$ cat src/rtl/cpu_clock_controller.sv
// Clock-enable and reset sequencer for the 16-bit CPU: holds the core in reset,
// then runs it at a divided rate or single-steps it, counting every tick.
module cpu_clock_controller #(
   parameter int DIV_WIDTH   = 8,
   parameter int STEP_WIDTH  = 16,
   parameter int COUNT_WIDTH = 32,
   parameter int RESET_HOLD  = 4
) (
   input  logic                   Clock,
   input  logic                   Reset,
   input  logic [1:0]             Mode,
   input  logic                   Start,
   input  logic                   Halt,
   input  logic [DIV_WIDTH-1:0]   Divide,
   input  logic [STEP_WIDTH-1:0]  StepCount,
   output logic                   CpuEnable,
   output logic                   CpuReset_n,
   output logic [COUNT_WIDTH-1:0] CycleCount,
   output logic                   Halted,
   output logic                   Done
);

   localparam int HW = $clog2(RESET_HOLD + 1);

   typedef enum logic [1:0] {
      S_HOLD = 2'b00,
      S_IDLE = 2'b01,
      S_RUN  = 2'b10,
      S_STEP = 2'b11
   } state_t;

   state_t                 state_r;
   logic [HW-1:0]          holdcnt_r;
   logic [DIV_WIDTH-1:0]   divcnt_r;
   logic [DIV_WIDTH-1:0]   div_r;
   logic [STEP_WIDTH-1:0]  steps_r;
   logic [COUNT_WIDTH-1:0] count_r;
   logic                   cpuen_r;
   logic                   cpurstn_r;
   logic                   halted_r;
   logic                   done_r;
   logic [DIV_WIDTH-1:0]   divnext_s;

   // Next divider count; the enable is registered one cycle ahead from this value.
   always_comb begin
      divnext_s = {DIV_WIDTH{1'b0}};
      if (divcnt_r != div_r) begin
         divnext_s = divcnt_r + DIV_WIDTH'(1);
      end else begin
         divnext_s = {DIV_WIDTH{1'b0}};
      end
   end

   // Sequencer state machine with registered outputs.
   always_ff @(posedge Clock) begin
      if (!Reset) begin
         state_r   <= S_HOLD;
         holdcnt_r <= {HW{1'b0}};
         divcnt_r  <= {DIV_WIDTH{1'b0}};
         div_r     <= {DIV_WIDTH{1'b0}};
         steps_r   <= {STEP_WIDTH{1'b0}};
         count_r   <= {COUNT_WIDTH{1'b0}};
         cpuen_r   <= 1'b0;
         cpurstn_r <= 1'b0;
         halted_r  <= 1'b0;
         done_r    <= 1'b0;
      end else begin
         done_r <= 1'b0;
         if (cpuen_r) begin
            count_r <= count_r + COUNT_WIDTH'(1);
         end
         case (state_r)
            S_HOLD: begin
               cpuen_r   <= 1'b0;
               holdcnt_r <= holdcnt_r + HW'(1);
               if (holdcnt_r == HW'(RESET_HOLD - 1)) begin
                  state_r   <= S_IDLE;
                  cpurstn_r <= 1'b1;
                  halted_r  <= 1'b1;
               end
            end
            S_IDLE: begin
               cpuen_r <= 1'b0;
               if (Start) begin
                  case (Mode)
                     2'b01: begin
                        div_r    <= Divide;
                        divcnt_r <= {DIV_WIDTH{1'b0}};
                        cpuen_r  <= (Divide == {DIV_WIDTH{1'b0}});
                        halted_r <= 1'b0;
                        state_r  <= S_RUN;
                     end
                     2'b10: begin
                        if (StepCount != {STEP_WIDTH{1'b0}}) begin
                           div_r    <= Divide;
                           steps_r  <= StepCount;
                           divcnt_r <= {DIV_WIDTH{1'b0}};
                           cpuen_r  <= (Divide == {DIV_WIDTH{1'b0}});
                           halted_r <= 1'b0;
                           state_r  <= S_STEP;
                        end else begin
                           done_r <= 1'b1;
                        end
                     end
                     default: begin
                        state_r <= S_IDLE;
                     end
                  endcase
               end
            end
            S_RUN: begin
               if (Halt) begin
                  state_r  <= S_IDLE;
                  halted_r <= 1'b1;
                  done_r   <= 1'b1;
                  cpuen_r  <= 1'b0;
                  divcnt_r <= {DIV_WIDTH{1'b0}};
               end else begin
                  divcnt_r <= divnext_s;
                  cpuen_r  <= (divnext_s == div_r);
               end
            end
            S_STEP: begin
               if (cpuen_r) begin
                  steps_r <= steps_r - STEP_WIDTH'(1);
               end
               // Halt and last-step completion share one exit, so Done stays a single pulse.
               if (Halt || (cpuen_r && (steps_r == STEP_WIDTH'(1)))) begin
                  state_r  <= S_IDLE;
                  halted_r <= 1'b1;
                  done_r   <= 1'b1;
                  cpuen_r  <= 1'b0;
                  divcnt_r <= {DIV_WIDTH{1'b0}};
               end else begin
                  divcnt_r <= divnext_s;
                  cpuen_r  <= (divnext_s == div_r);
               end
            end
            default: begin
               state_r <= S_HOLD;
               cpuen_r <= 1'b0;
            end
         endcase
      end
   end

   assign CpuEnable  = cpuen_r;
   assign CpuReset_n = cpurstn_r;
   assign CycleCount = count_r;
   assign Halted     = halted_r;
   assign Done       = done_r;

endmodule

$ cat config.mk
export PLATFORM = sky130hd
export DESIGN_NAME = cpu_clock_controller
export DESIGN_NICKNAME = d
export VERILOG_FILES = /design/src/rtl/cpu_clock_controller.sv
export SDC_FILE = /design/constraint.sdc
export NUM_CORES = 1
export LEC_CHECK = 0
export ABC_CLOCK_PERIOD_IN_PS = 4200
export CORE_AREA = 2 2 102 104
export CTS_CLUSTER_DIAMETER = 200
export DETAILED_ROUTE_END_ITERATION = 10
export DIE_AREA = 0 0 104 106
export REMOVE_ABC_BUFFERS = 1
export SYNTH_ARGS = -nofsm -noshare
export SYNTH_HDL_FRONTEND = slang
export SYNTH_SLANG_ARGS = --single-unit
$ cat constraint.sdc
create_clock -name Clock -period 4.2 [get_ports Clock]
set_input_delay 1.05 -clock Clock [delete_from_list [all_inputs] [get_ports Clock]]
set_output_delay 1.05 -clock Clock [all_outputs]
set_load 0.01 [all_outputs]
# Yosys cells after proc, flatten, opt, wreduce, memory -nomap -nowiden
# Index checks and enable logic that the tools add are counted.
# W data, S select, Z words.
[totals]
reg_bits = 73
inputBits = 30
output_inout_bits = 36
[op_classes]
addsub = 4
n_eq_ne = 19
mux = 40
n_reduce_logical = 14
[op_table]
columns = ["operator", "n"]
rows = [
  ["$mux W16", 4],
  ["$mux W8", 6],
  ["$add A32 B1 Y32 const B", 1],
  ["$pmux W16 S2", 1],
  ["$pmux W8 S2", 2],
  ["$pmux W8 S3", 1],
  ["$eq A16 B1 Y1 const B", 1],
  ["$ne A2 B2 Y1 const B", 8],
  ["$reduce_bool A16 Y1", 1],
  ["$sub A16 B1 Y16 const B", 1],
  ["$mux W1", 14],
  ["$mux W2", 5],
  ["$reduce_and A5 Y1", 2],
  ["$add A8 B1 Y8 const B", 1],
  ["$eq A8 B8 Y1", 1],
  ["$logic_not A8 Y1", 1],
  ["$ne A8 B8 Y1", 1],
  ["$pmux W1 S4", 2],
  ["$pmux W2 S4", 1],
  ["$reduce_and A4 Y1", 2],
  ["$eq A2 B2 Y1 const B", 3],
  ["$reduce_and A6 Y1", 1],
  ["$eq A2 B1 Y1 const B", 2],
  ["$pmux W1 S2", 2],
  ["other kinds (12)", 13],
]

# Longest topological paths before layout
# Gate-level depths: netlist of run 1.
[depth]
ltp_word = 5
mapped_depth = 8
ltp_nobuf = 8

# Worst setup path before layout of run 1
# OpenSTA, ideal clock, no wires.
[synth_timing]
path_type = "input port to flip-flop"
start = "input port Mode[0]"
end = "register steps_r[13]"
setup_time_ns = 0.132
arrival_ns = 2.336
slack_ns = 1.732
cell_stages = 8
cell_sequence = "inv_1 ha_1 nand2_1 or3_1 a21bo_2 clkbuf_8 o21ai_0 a21oi_1"
[synth_via]
elab_chain_len = 3
[synth_lines]
columns = ["item", "line", "text"]
rows = [
  ["start: declaration", "11", "input logic [1:0] Mode,"],
  ["$eq A2 B2 Y1", "85", "case (Mode)"],
  ["$ne A2 B2 Y1 (no line)", "n/a", ""],
  ["$reduce_and A5 Y1 (no line)", "n/a", ""],
  ["end signal: assignment", "61", "steps_r <= {STEP_WIDTH{1'b0}};"],
  ["end signal: assignment", "96", "steps_r <= StepCount;"],
  ["end signal: assignment", "125", "steps_r <= steps_r - STEP_WIDTH'(1);"],
  ["end: declaration", "36", "logic [STEP_WIDTH-1:0] steps_r;"],
]
# No other way between the ends.
# A chain may end at the register's enable or synchronous reset.

# Worst setup path after layout of run 1
[layout_timing]
start = "input port StepCount[0]"
end = "register steps_r[0]"
[layout_via]
elab_chain_len = 4
word_cells_on_any_way = 7
[layout_lines]
columns = ["item", "line", "text"]
rows = [
  ["start: declaration", "15", "input logic [STEP_WIDTH-1:0] StepCount,"],
  ["branches (longest 4 deep; another with $reduce_bool A16 Y1)", "n/a", ""],
]
# Parallel ways; which one is timed is not known. The select of a mux whose other input is x is not followed.

==> results.cfg, run 1 <==
[outcome]
status = completed

[clock_network]
numCtsBuffers = 9
cts_hold_buf = 0
cts_max_level = 3
post_cts_buffers = 0
root_buffer = clkbuf_8
clkSlewWorstSetupHoldPaths_ps = 80
clock_latency_ps = 350
clock-sinks = 73
cts_resized = 0
clock_path_buffers = 2
cts_tree = built

[global_route]
grt_overflow = 0
grt_max_degree = 34
grt_usage_pct = 18.2
grt_pass1_wl_mm = 16.6
grt_antenna_before_repair = 0
grt_pass1_vias = 3460

[sta]
setup-violations-final = 0
final_max_slew_viol_count = 0
fin_crit_sh_pct = 74.2
fin_ws_ps = 1080
rsz0062_at_grt = false
tightest_slew_ps = 911
skew_ps = 7.96
finalCriticalPeriod_ps = 3120
fin_tns_setup_ps = 0
hold_viol = 0
max_slew_margin_pct = 39.1
fin_hold_ws_ps = 478
clock.fmax_mhz = 321

[routing]
route.met3.wl_um = 457
wl_met1_mm = 4.64
drt-initial-drc-count = 192
wl_per_cell_um = 14.1
wl_met2_mm = 4.32
wirelength_mm = 9.54
drtAntennaViolNets = 0
drc = 0
vias = 3592
avgViaCountPerCell = 5.30
highest_layer = met4
dr.pass1.iters = 4

[logic_synthesis]
yosysMostFrequentCell = dfxtp_1
syn_inst = 478
synth_top_area_cell = dfxtp_1
synth-seq-cells = 73
synth_adder_area_share_pct = 2.58
synth-main-ff-cell = dfxtp_1
synth.top_cells.by_area = dfxtp_1, nor2_1, xnor2_1
yosys.area_share.simple_pct = 27.0
synth_cell_types = 58
synth_compound_area_share_pct = 16.6
syn-cell-area_um2 = 3880
yosys-mux-area-fraction_pct = 2.32
postSynthAreaPerCell_um2 = 8.12
synth_edf_count = 0
ys_async_sr_fraction_pct = 0
synth_xor_area_share_pct = 9.70
ys_seq_area_share_pct = 37.6
synth_top_area_share_pct = 37.6
yosysWarnings = 0
synth_common_cells = dfxtp_1, nor2_1, nand2_1, a21oi_1, xnor2_1
synth_top_family_by_area = simple AND/OR/NAND/NOR gates

[floorplanning]
initial_utilization_pct = 38.8
die_w_um = 104
rows = 37
coreArea_um2 = 10000
dieArea_um2 = 11000
io_pins = 66
die_y_um = 106

[placed_design]
place_ws_ps = 763
numPortBuffers = 65
gp_congestion = 0.854
placed_cell_area_um2 = 4630
dp_hpwl_mm = 6.73

[min_path]
min_path_type = reg -> reg
min_path_cells = 2

[pwr]
peakVddDrop_uv = 175
powerDensity_nw_per_um2 = 315
power_mw = 1.53
total_leakage_power_nw = 1.72

[worst_setup_path]
cp_cell_sequence = clkdlybuf4s50_1 > nor4_1 > and4_1 > or3_1 > a21boi_2 > o21ai_0 > a221oi_1
regToRegSetupSlack_ps = 1490
crit_cells = 7
path_max_fanout = 14
ff2ff_path_depth = 6
worstSetupPathType = in -> reg
cp-start-kind = input pin
endpoint_kind = flip-flop
crit_buf_inv = 1
timing.critical_path.max_delay_family = compound AO/OA/AOI/OAI gates
required_ps = 4450
worstPathArrival_ps = 3370
slowest_delay_ps = 530
slowest_stage = a21boi_2

[finish]
design_area_um2 = 4870
drive_gt1_share_pct = 5.54
n_antenna_cell = 0
area_growth_pct = 25.4
fin_nets = 575

[job]
max-cap-violations = 0
-- power by group --
| part | switching [mW] | internal [mW] | leakage, nW |
|---|---|---|---|
| Combinational | 0.0716 | 0.0690 | 1.01 |
| Sequential | 0.0155 | 0.707 | 0.589 |
| Clock | 0.278 | 0.394 | 0.115 |
| Total | 0.365 | 1.17 | 1.72 |
-- stage by stage --
stage	std cells	util, %
after floorplan	459	-
after global placement	662	46.3
after detailed placement	662	46.3
after CTS	678	48.7
after global routing	678	48.7
final	678	48.7
-- area by class of cell --
type / count / area [um2]
inverter: 15 / 56.3
multi-input combinational: 371 / 2260
clock inverter: 7 / 119
sequential: 73 / 1460
tap: 136 / 170
timing repair buffer: 67 / 678
clock buffer: 9 / 124
fill: 1008 / 5130
-- layout by cell type (no fill, tap or decap), types with 12 or more instances in the layout --
master / Yosys / routed
nor3_1: 12 / 12
nand4_1: 14 / 14
nor2_1: 70 / 70
inv_1: 13 / 13
a21oi_1: 28 / 28
nand2_1: 47 / 47
nand3_1: 19 / 19
xor2_1: 19 / 19
o21ai_0: 22 / 22
xnor2_1: 24 / 24
dfxtp_1: 73 / 73
clkdlybuf4s50_1: 0 / 65
-- worst paths after layout --
path	to	from
setup reg to reg	CpuEnable	state_r[1]
hold / removal	Halted	Halted
hold reg to reg	Halted	Halted
setup / recovery	steps_r[0]	StepCount[0]
-- registers in the layout, summed over array words and instances (netlist names) --
name / count
CpuReset_n: 1
div_r: 8
divcnt_r: 8
holdcnt_r: 3
CpuEnable: 1
state_r: 2
Done: 1
Halted: 1
steps_r: 16
CycleCount: 32
-- routing by layer --
| layer | track usage [%] | vias up |
|---|---|---|
| li1 | - | 1824 |
| met1 | 24.2 | 1667 |
| met2 | 29.4 | 91 |
| met3 | 3.25 | 10 |
| met4 | 6.95 | 0 |
| met5 | 0 | - |
-- tightest hold or removal path, stage by stage (launching register included) --
cell and delay (ps):
dfxtp_1 320, nand2_1 50, o21ai_0 60
-- cells by family after synthesis --
logic type | Yosys count
AND/OR/NAND/NOR | 211
AO/OA/AOI/OAI | 100
flip-flops | 73
XOR/XNOR | 43
buffers and inverters | 34
multiplexers | 9
adder cells (fa/ha/maj) | 8
Note: power is estimated with default switching activity, not from simulation.
==> run 2, diff against run 1 <==
ABC_CLOCK_PERIOD_IN_PS = 2700   (was 4200)
clock period = 2.7 ns   (was 4.2 ns; I/O delays follow)
==> run 2 against run 1 <==
Via count increased by 2.4%. Cell area rose by 2.4%. Die area stayed put. Core utilization up 1.2 points. Register-to-register slack worse by 1000 ps. Global-route usage down 0.64 points. Critical path type unchanged. Sequential share of layout area shrank 0.72 points.
==> results.cfg, run 2 (synthesized netlist as in run 1, its figures left out) <==
[clock_network]
cts_max_level = 3
root_buffer = clkbuf_8
cts_tree = built
clkSlewWorstSetupHoldPaths_ps = 80
clock-sinks = 73
cts_resized = 0
post_cts_buffers = 0
cts_hold_buf = 0
clock_latency_ps = 340
clock_path_buffers = 2
numCtsBuffers = 9

[floorplanning]
die_y_um = 106
initial_utilization_pct = 38.8
io_pins = 66
die_w_um = 104
rows = 37
coreArea_um2 = 10000
dieArea_um2 = 11000

[finish]
largest_reg_flops = 32
area_growth_pct = 28.5
mostFrequentLayoutCells = dfxtp_1, nor2_1, clkdlybuf4s50_1
final_util_pct = 49.9
fin_cells = 697
n_antenna_cell = 0
fillers = 1018
fin_nets = 594
final_common_cell = dfxtp_1
drive_gt1_share_pct = 8.56

[sta]
tightest_slew_ps = 673
finalCriticalPeriod_ps = 2490
fin_crit_sh_pct = 92.2
final_max_slew_viol_count = 0
clock.fmax_mhz = 402
skew_ps = 11.3
rsz0062_at_grt = false
max_slew_margin_pct = 55.1
hold_viol = 0
setup-violations-final = 0
fin_tns_setup_ps = 0
fin_ws_ps = 210

[min_path]
min_path_type = reg -> reg

[worst_setup_path]
crit-reg2reg-capture = CpuEnable
cp-startpoint = StepCount[3]
endpoint_kind = flip-flop
cp-start-kind = input pin
r2r-start = state_r[1]
worstSetupPathType = in -> reg
endpoint = steps_r[0]
worstPathArrival_ps = 2730
regToRegSetupSlack_ps = 470
ff2ff_path_depth = 6
path_max_fanout = 7
required_ps = 2940

[placed_design]
dp_hpwl_mm = 6.95
dp.cells = 681
place_ws_ps = -143
numPortBuffers = 65
gp_congestion = 0.827

[job]
max-cap-violations = 0

[routing]
avgViaCountPerCell = 5.28
wirelength_mm = 9.49
wl_per_cell_um = 13.6
drt-initial-drc-count = 158
dr.pass1.iters = 4
drtAntennaViolNets = 0
drc = 0
vias = 3680

[pwr]
peakVddDrop_uv = 308
total_leakage_power_nw = 1.80
power_mw = 2.31
powerDensity_nw_per_um2 = 463

[global_route]
grt_pass1_vias = 3461
grt_usage_pct = 17.5
grt_overflow = 0
grt_pass1_wl_mm = 16.1
grt_antenna_before_repair = 0
grt_max_degree = 25

[outcome]
status = completed
[run 2: cell count changes in the layout (fill, tap and decap cells not counted)]
| cell | change |
|---|---|
| buf_4 | +19 |
| bufinv_16 | -1 |
| clkbuf_1 | +1 |
| clkinv_2 | -1 |
| clkinv_4 | -1 |
| clkinvlp_4 | +1 |
| inv_6 | +1 |
[run 2: metrics by stage]
stage          hold WS (ps)  area [um2]
6_report                479        4990
5_1_grt                 514        4990
4_1_cts                 484        4990
3_5_place_dp            456        4770
3_3_place_gp            465        4770
2_1_floorplan           453        3780
[run 2: power by group]
group / total, mW / leakage, nW / switching [mW] / internal [mW]
clock network: 0.956 / 0.0991 / 0.431 / 0.524
registers: 1.12 / 0.589 / 0.0232 / 1.10
logic: 0.231 / 1.11 / 0.114 / 0.117
total: 2.31 / 1.80 / 0.569 / 1.74
[run 2: worst max-delay path: stages]
cell and delay, ps:
clkdlybuf4s50_1 480, nor4_1 70, buf_4 130, and4_1 200, or3_1 420, a21boi_2 310, o21ai_0 140, a221oi_1 300
[run 2: cell type report]
class                      instances  area, um2  share of cell area [%]
clock buffer                      10        128                    2.56
clock inverter                     6       91.3                    1.83
inverter                          15       56.3                    1.13
multi-input combinational        371       2260                    45.3
sequential                        73       1460                    29.3
tap                              136        170                    3.41
timing repair buffer              86        821                    16.5
[run 2: layer usage]
metal  track usage (%)  wire length [um]  up-vias
met5                 0                 0        -
met4              5.31               113        0
met3              2.70               404       11
met2              28.7              4270       90
met1              23.9              4710     1721
li1                  -                 -     1858
[run 2: how the worst min path moves through the flow]
| stage | startpoint | endpoint | slack [ps] | depth (start not counted) |
|---|---|---|---|---|
| 2_1_floorplan | steps_r[10] | steps_r[10] | 450 | 2 |
| 3_3_place_gp | CpuReset_n | CpuReset_n | 460 | 2 |
| 3_5_place_dp | Halted | Halted | 460 | 2 |
| 4_1_cts | Halted | Halted | 480 | 2 |
| 5_1_grt | steps_r[10] | steps_r[10] | 510 | 2 |
| 6_report | Halted | Halted | 480 | 2 |
